### config.mk
export PLATFORM = sky130hd
export DESIGN_NAME = timer_entry_register_flat
export DESIGN_NICKNAME = d
export VERILOG_FILES = /design/src/rtl/timer_entry_register_if.sv /design/src/rtl/timer_entry_register.sv /design/src/flat_wrapper.sv
export SDC_FILE = /design/constraint.sdc
export NUM_CORES = 1
export LEC_CHECK = 0
export ABC_AREA = 1
export CORE_ASPECT_RATIO = 0.9
export CORE_UTILIZATION = 40
export CTS_BUF_LIST = sky130_fd_sc_hd__clkbuf_4
export CTS_CLUSTER_SIZE = 40
export DETAILED_ROUTE_END_ITERATION = 10
export HOLD_SLACK_MARGIN = 0.15
export PLACE_DENSITY_LB_ADDON = 0.12
export SETUP_SLACK_MARGIN = 0.3
export SLEW_MARGIN = 15
export SYNTH_ARGS = -nofsm -noshare
export SYNTH_HDL_FRONTEND = slang
export SYNTH_SLANG_ARGS = --single-unit
### constraint.sdc
create_clock -name clock -period 1.4 [get_ports clock]
set_clock_uncertainty 0.05 [all_clocks]
set_input_delay 0.28 -clock clock [delete_from_list [all_inputs] [get_ports clock]]
set_output_delay 0.28 -clock clock [all_outputs]
set_load 0.05 [all_outputs]
### src/rtl/timer_entry_register_if.sv
// Keypad-entry bus between the encoder/timer side (master) and the entry stage (slave).
// Port names follow the keypad encoder and countdown timer signal names.
interface timer_entry_register_if;
  logic [3:0]  D;
  logic        valid;
  logic        start;
  logic        clear;
  logic        busy;
  logic        enablen;
  logic [15:0] entry;
  logic [2:0]  digit_count;
  logic        key_strobe;
  logic        load;

  modport master (
    output D, valid, start, clear, busy,
    input  enablen, entry, digit_count, key_strobe, load
  );

  modport slave (
    input  D, valid, start, clear, busy,
    output enablen, entry, digit_count, key_strobe, load
  );
endinterface

### src/rtl/timer_entry_register.sv
// Keypad-to-timer entry stage: debounces encoded digits, shifts them into a 4-digit BCD
// buffer and hands the buffer to the countdown timer with a one-cycle load pulse.
module timer_entry_register #(
  parameter int DEBOUNCE_CYCLES = 4
) (
  input  logic                  clock,
  input  logic                  clearn,
  timer_entry_register_if.slave bus
);

  typedef enum logic [2:0] {
    IDLE,
    PRESS_DB,
    ACCEPT,
    WAIT_REL,
    REL_DB
  } state_e;

  localparam int              CNT_W    = (DEBOUNCE_CYCLES > 1) ? $clog2(DEBOUNCE_CYCLES) : 1;
  localparam logic [CNT_W-1:0] CNT_LAST = CNT_W'(DEBOUNCE_CYCLES - 1);

  state_e            state_q, state_d;
  logic [3:0]        cand_q, cand_d;
  logic [CNT_W-1:0]  cnt_q, cnt_d;
  logic [15:0]       entry_q, entry_d;
  logic [2:0]        count_q, count_d;
  logic              key_strobe_q, key_strobe_d;
  logic              load_q, load_d;
  logic              enablen_q, enablen_d;
  logic              start_q, start_d;

  logic press;
  logic start_edge;
  logic accept;

  // NOTE: combinational next-state logic uses blocking assignments, and every target gets a
  // default at the top so no path leaves a signal unassigned (which would infer a latch).
  always_comb begin
    press      = !bus.valid && (bus.D <= 4'd9);
    start_edge = bus.start && !start_q;
    accept     = 1'b0;

    state_d      = state_q;
    cand_d       = cand_q;
    cnt_d        = cnt_q;
    entry_d      = entry_q;
    count_d      = count_q;
    key_strobe_d = 1'b0;
    load_d       = 1'b0;
    enablen_d    = bus.busy;
    start_d      = bus.start;

    unique case (state_q)
      IDLE: begin
        if (press) begin
          cand_d  = bus.D;
          cnt_d   = '0;
          state_d = PRESS_DB;
        end
      end
      PRESS_DB: begin
        if (!press || (bus.D != cand_q)) begin
          state_d = IDLE;
        end else if (cnt_q == CNT_LAST) begin
          state_d = ACCEPT;
        end else begin
          cnt_d = cnt_q + 1'b1;
        end
      end
      ACCEPT: begin
        accept  = 1'b1;
        state_d = WAIT_REL;
      end
      WAIT_REL: begin
        if (!press) begin
          cnt_d   = '0;
          state_d = REL_DB;
        end
      end
      REL_DB: begin
        if (press) begin
          state_d = WAIT_REL;
        end else if (cnt_q == CNT_LAST) begin
          state_d = IDLE;
        end else begin
          cnt_d = cnt_q + 1'b1;
        end
      end
      default: state_d = IDLE;
    endcase

    // A running timer owns the keypad: abandon any debounce in progress.
    if (bus.busy) begin
      state_d = IDLE;
      cnt_d   = '0;
      accept  = 1'b0;
    end

    // Clear beats the post-load wipe, which beats a digit accept; a dropped digit gives no strobe.
    if (bus.clear || load_q) begin
      entry_d = '0;
      count_d = '0;
    end else begin
      if (accept) begin
        entry_d      = {entry_q[11:0], cand_q};
        count_d      = (count_q == 3'd4) ? 3'd4 : count_q + 3'd1;
        key_strobe_d = 1'b1;
      end
      // Uses the post-accept count so a start coinciding with ACCEPT loads the new digit.
      if (start_edge && !bus.busy && (count_d != 3'd0)) begin
        load_d = 1'b1;
      end
    end
  end

  // NOTE: state registers use non-blocking assignments so all flops update together at the edge.
  always_ff @(posedge clock or negedge clearn) begin
    if (!clearn) begin
      state_q      <= IDLE;
      cand_q       <= '0;
      cnt_q        <= '0;
      entry_q      <= '0;
      count_q      <= '0;
      key_strobe_q <= 1'b0;
      load_q       <= 1'b0;
      enablen_q    <= 1'b1;
      start_q      <= 1'b0;
    end else begin
      state_q      <= state_d;
      cand_q       <= cand_d;
      cnt_q        <= cnt_d;
      entry_q      <= entry_d;
      count_q      <= count_d;
      key_strobe_q <= key_strobe_d;
      load_q       <= load_d;
      enablen_q    <= enablen_d;
      start_q      <= start_d;
    end
  end

  assign bus.enablen     = enablen_q;
  assign bus.entry       = entry_q;
  assign bus.digit_count = count_q;
  assign bus.key_strobe  = key_strobe_q;
  assign bus.load        = load_q;

endmodule
### src/flat_wrapper.sv
// flat-port wrapper written by rule: the top's interface ports become plain ports
module timer_entry_register_flat 
#(
  parameter int DEBOUNCE_CYCLES = 4
)
  (clock, clearn, bus_D, bus_valid, bus_start, bus_clear, bus_busy, bus_enablen, bus_entry, bus_digit_count, bus_key_strobe, bus_load);
  timer_entry_register_if bus_i ();
  input  logic clock;
  input  logic clearn;
  input wire logic [$bits(bus_i.D)-1:0] bus_D;
  input wire logic [$bits(bus_i.valid)-1:0] bus_valid;
  input wire logic [$bits(bus_i.start)-1:0] bus_start;
  input wire logic [$bits(bus_i.clear)-1:0] bus_clear;
  input wire logic [$bits(bus_i.busy)-1:0] bus_busy;
  output wire logic [$bits(bus_i.enablen)-1:0] bus_enablen;
  output wire logic [$bits(bus_i.entry)-1:0] bus_entry;
  output wire logic [$bits(bus_i.digit_count)-1:0] bus_digit_count;
  output wire logic [$bits(bus_i.key_strobe)-1:0] bus_key_strobe;
  output wire logic [$bits(bus_i.load)-1:0] bus_load;
  assign bus_i.D = bus_D;
  assign bus_i.valid = bus_valid;
  assign bus_i.start = bus_start;
  assign bus_i.clear = bus_clear;
  assign bus_i.busy = bus_busy;
  assign bus_enablen = bus_i.enablen;
  assign bus_entry = bus_i.entry;
  assign bus_digit_count = bus_i.digit_count;
  assign bus_key_strobe = bus_i.key_strobe;
  assign bus_load = bus_i.load;
  timer_entry_register #(.DEBOUNCE_CYCLES(DEBOUNCE_CYCLES)) u_core (.clock(clock), .clearn(clearn), .bus(bus_i));
endmodule
== After elaboration in Yosys (flattened, before gate mapping) ==
Index checks and enable logic that the tools add are counted.

* Logic and storage cells: 69
* Register bits: 32
* Output and inout bits: 22

* Multiplexer cells: 27
* Reductions and logical operators: 17
* Eq/ne operators: 13
* Add/sub/neg operators: 2
* Order comparisons: 1

{| class="wikitable"
|+ Operator list
! kind !! number
|-
| $mux 3 || 11
|-
| $mux 16 || 2
|-
| $pmux 3 s5 || 1
|-
| $mux 2 || 6
|-
| $ne 3x3->1 const B || 3
|-
| $ne 4x2->1 const B || 2
|-
| $pmux 2 s4 || 1
|-
| $eq 3x2->1 const B || 2
|-
| $eq 3x3->1 const B || 2
|-
| $mux 1 || 6
|-
| $reduce_and 5->1 || 1
|-
| $reduce_bool 5->1 || 1
|-
| $le 4x4->1 const B || 1
|-
| $logic_and 1x1->1 || 4
|-
| $logic_not 1->1 || 4
|-
| $ne 4x4->1 || 1
|-
| $reduce_and 4->1 || 1
|-
| $add 3x1->3 const B || 1
|-
| $eq 3x1->1 const B || 1
|-
| $logic_not 3->1 || 1
|-
| $ne 3x2->1 const B || 1
|-
| $reduce_bool 3->1 || 1
|-
| $add 2x1->2 const B || 1
|-
| $eq 2x2->1 const B || 1
|-
| other kinds (3) || 4
|}

== Depth between registers and ports, before layout ==
* Depth in word-level cells: 9
* Gate-level depth with buffers: 10
* Gate-level depth less buffers: 10

== Worst setup path before layout ==
OpenSTA, ideal clock, no wires.

* Path kind: flip-flop to flip-flop
* From: reg u_core.load_q (netlist: u_core.bus.load)
* To: reg u_core.entry_q[11] (netlist: u_core.bus.entry[11])
* Clock period less this slack: 1542 ps
* Setup time: 80 ps
* Cell stages (with the launch flop): 7
* Setup slack: -142 ps
* Data arrival time: 1412 ps
* Path buffers: 1
* Cell sequence: dfrtp_1 -> nor2_1 -> inv_2 -> nor2_4 -> inv_2 -> buf_6 -> o22ai_2

* Word-level cells in the longest chain between the ends: 2
* Elaborated cells between the ends (all ways): 3
* Those cells by class: mux: 1; reduce/logical: 2

{| class="wikitable"
|+ RTL lines
! item !! line !! RTL
|-
| start: declaration || timer_entry_register.sv:28 || <nowiki>logic load_q, load_d;</nowiki>
|-
| start signal: assignment || timer_entry_register.sv:135 || <nowiki>load_q <= load_d;</nowiki>
|-
| $logic_or 1x1->1 * || timer_entry_register.sv:100 || <nowiki>if (bus.clear || load_q) begin</nowiki>
|-
| $mux 16 or $reduce_bool 2->1 (tied branches) || - ||
|-
| end signal: assignment || timer_entry_register.sv:132 || <nowiki>entry_q <= entry_d;</nowiki>
|-
| end: declaration || timer_entry_register.sv:25 || <nowiki>logic [15:0] entry_q, entry_d;</nowiki>
|}

Every way passes the cells marked *; elsewhere a longest branch is shown, timed or not.
A chain may end at the register's enable or synchronous reset.

== Final worst setup path ==
* From: reg u_core.state_q[0]
* To: reg u_core.state_q[1]

* Word-level cells in the longest chain between the ends: 3
* Elaborated cells between the ends (all ways): 12
* Those cells by class: eq/ne: 8; mux: 2; reduce/logical: 2

{| class="wikitable"
|+ RTL lines
! item !! line !! RTL
|-
| start: declaration || timer_entry_register.sv:22 || <nowiki>state_e state_q, state_d;</nowiki>
|-
| start signal: assignment || timer_entry_register.sv:129 || <nowiki>state_q <= state_d;</nowiki>
|-
| $eq 3x3->1, or another cell as far along || timer_entry_register.sv:53 || <nowiki>unique case (state_q)</nowiki>
|-
| $ne 4x2->1 (no source line), or another cell as far along || - ||
|-
| $reduce_and 4->1 (no source line) or $mux 3 (tied branches) || - ||
|}

Parallel ways exist; a longest one is shown, timed or not.

==> results.toml <==
[global_routing]
grt.overflow.total = 0
grt_pass1_wl_um = 6650
grt_max_degree = 33
antenna_found_initial = 0
grt_pass1_vias = 1542
track_usage_pct = 19.1

[sta]
worst_pin_slew_ns = 0.291
fin_crit_sh_pct = 102
finalCriticalPeriod_ns = 1.43
finalHoldViolCount = 0
final.setup.tns_ns = -0.0710
max_slew_margin_pct = 80.5
slew_viol_final = 0
layout_setup_ws_ns = -0.0321
fmax_mhz = 698
setup_viol_count_final = 7
grt_setup_unrepaired = "yes"
whs_ns = 0.252

[setup_path]
arrival_ns = 1.65
crit_fanout = 5
crit_top_cell = "nor2_4"
critPathLaunchType = "register"
endpoint_kind = "register"
path_buf_inv = 0
cp_top_family = "simple AND/OR/NAND/NOR gates"
crit_type = "reg2reg"
slowest_stage = "dfrtp_2"
cp.required_ns = 1.62
r2r_slack_ns = -0.03
critPathMaxStageDelay_ns = 0.47
crit_chain = "nor2_4 -> nand2_4 -> nor2_4 -> nor2_1 -> a21oi_1 -> nand3_1 -> nand2_1"

[clocking]
cts_tree = "built"
clk_pin_slew_worst_paths_ns = 0.10
clock_latency_ns = 0.34
clock-sinks = 32
clk_root_buffer_cell = "clkbuf_4"
cts_buffers = 5
hold_buffers = 0
htree_levels = 2
clock_path_buffers = 2

[synthesis]
synth_top_area_cell = "dfrtp_1"
yosys.area.top_type_share_pct = 46.9
yosysWarnings = 0
synth_flop_cell = "dfrtp_1"
synth.net_count = 200
synth_edf_count = 0
ys_seq_area_share_pct = 48.5
syn_area_per_cell_um2 = 8.85
ys_types = 25
yosys_register_bits = 32
synth_most_common_cell = "nand2_1"
async_reset_ff_share_pct = 100
netlist_instances = 187
netlist_top_cells_area = "dfrtp_1 (47%), nand2_1 (8.2%), o22ai_2 (7.6%)"
netlist_area_um2 = 1650
synth_common_cells = "nand2_1 (36), dfrtp_1 (31), inv_1 (29), nor2_1 (15), nand3_1 (13)"

[floorplan]
coreArea_um2 = 3840
dieArea_um2 = 4400
initial_core_util_pct = 43.1
row_count = 21
die_x_um = 69.8
io_pins = 32
fp.dieH_um = 63.0

[final_layout]
stdcell_count = 298
final_area_um2 = 2660
area_growth_pct = 60.8
fin_util_pct = 69.3
fin_nets = 264
drive_gt1_share_pct = 47.6
n_antenna_cell = 0

[route]
finalWirelength_um = 3820
first_iter_violations = 70
postRouteAntennaNets = 0
drc = 0
via_count = 1528
first_pass_iters = 4
wl_per_cell_um = 12.8
vias_per_cell = 5.13

[run_status]
run_status = "complete, but fails checks"
violations = "setup timing"

[placement]
numPortBuffers = 31
dp_cells = 276
place_area_um2 = 2390
dp_hpwl_um = 2710
place_congestion = 0.873
pre_cts_slack_ns = -0.446

[flow_run]
maxCapViolations = 0

[power]
ir_drop_mv = 0.561
power_mw = 2.17
p_leak_nw = 1.20
powerDensity_nw_per_um2 = 817

[min_path]
hold_class = "in2async"
-- layout make-up --
cell class | count | area [um^2]
Timing Repair inverter | 1 | 6.26
Sequential cell | 32 | 810
Clock inverter | 1 | 5.00
Fill cell | 276 | 1180
Clock buffer | 7 | 52.6
Timing Repair Buffer | 58 | 786
Multi-Input combinational cell | 117 | 801
Tap cell | 46 | 57.6
Inverter | 36 | 143
-- registers in the layout, indices dropped and copies added (netlist names) --
| register | cells |
|---|---|
| u_core.bus.entry | 16 |
| u_core.cand_q | 4 |
| u_core.bus.digit_count | 3 |
| u_core.state_q | 3 |
| u_core.cnt_q | 2 |
| u_core.bus.enablen | 1 |
| u_core.bus.key_strobe | 1 |
| u_core.bus.load | 1 |
| u_core.start_q | 1 |
-- worst paths after layout --
check / cells after the start / from / to
worst max-delay path: 7 / u_core.state_q[0]$_DFFE_PN0P_ / u_core.state_q[1]$_DFFE_PN0P_
max in group asynchronous: 2 / clearn / u_core.bus.enablen$_DFF_PN1_
min in group clock: 3 / bus_D[0] / u_core.cand_q[0]$_DFFE_PN0P_
worst min register to register: 2 / u_core.cnt_q[1]$_DFFE_PN0P_ / u_core.cnt_q[1]$_DFFE_PN0P_
worst min-delay path: 2 / clearn / u_core.bus.entry[15]$_DFFE_PN0P_
worst max register to register: 7 / u_core.state_q[0]$_DFFE_PN0P_ / u_core.state_q[1]$_DFFE_PN0P_
-- routing by layer --
metal	vias to the layer above	track usage (%)	share of wire (%)
li1	744	-	-
met1	727	22.6	43
met2	40	31.5	49
met3	17	4.35	4.0
met4	0	11.3	3.7
met5	-	0	0
-- where the power goes --
part	leakage (nW)	internal, mW	switching (mW)
Combinational	0.738	0.258	0.317
Clock	0.0361	0.234	0.315
Sequential	0.423	0.986	0.0618
-- placed cells by master, fill, tap and decap left out, types with 5 or more instances in the layout --
cell type and n:
buf_12 24, buf_4 22, clkbuf_4 7, clkdlybuf4s50_1 5, dfrtp_1 25, dfrtp_2 6, inv_1 24, inv_2 10
nand2_1 30, nand2_2 5, nand3_1 11, nand4_1 5, nor2_1 8, nor2_2 6, nor2_4 9, o21ai_1 10
o22ai_2 10
-- logic make-up (layout without fill, tap and decap cells) --
| group | after synthesis | in the layout | synth area share [%] |
|---|---|---|---|
| adders and majority gates | 3 | 3 | 2.27 |
| xor gates and xnor gates | 1 | 1 | 0.530 |
| and+or+nand+nor | 82 | 82 | 23.8 |
| buffers and inverters | 38 | 103 | 9.68 |
| AOI/OAI and AO/OA | 31 | 31 | 15.2 |
| DFF | 32 | 32 | 48.5 |
-- repair_timing --
action / CTS / global route
pin swaps: 10 / 15
setup endpoints to repair: 51 / 52
buffers inserted: 8 / 4
resized for setup: 25 / 11
cloned: 2 / 0
Power figures use the tool's default switching activity.
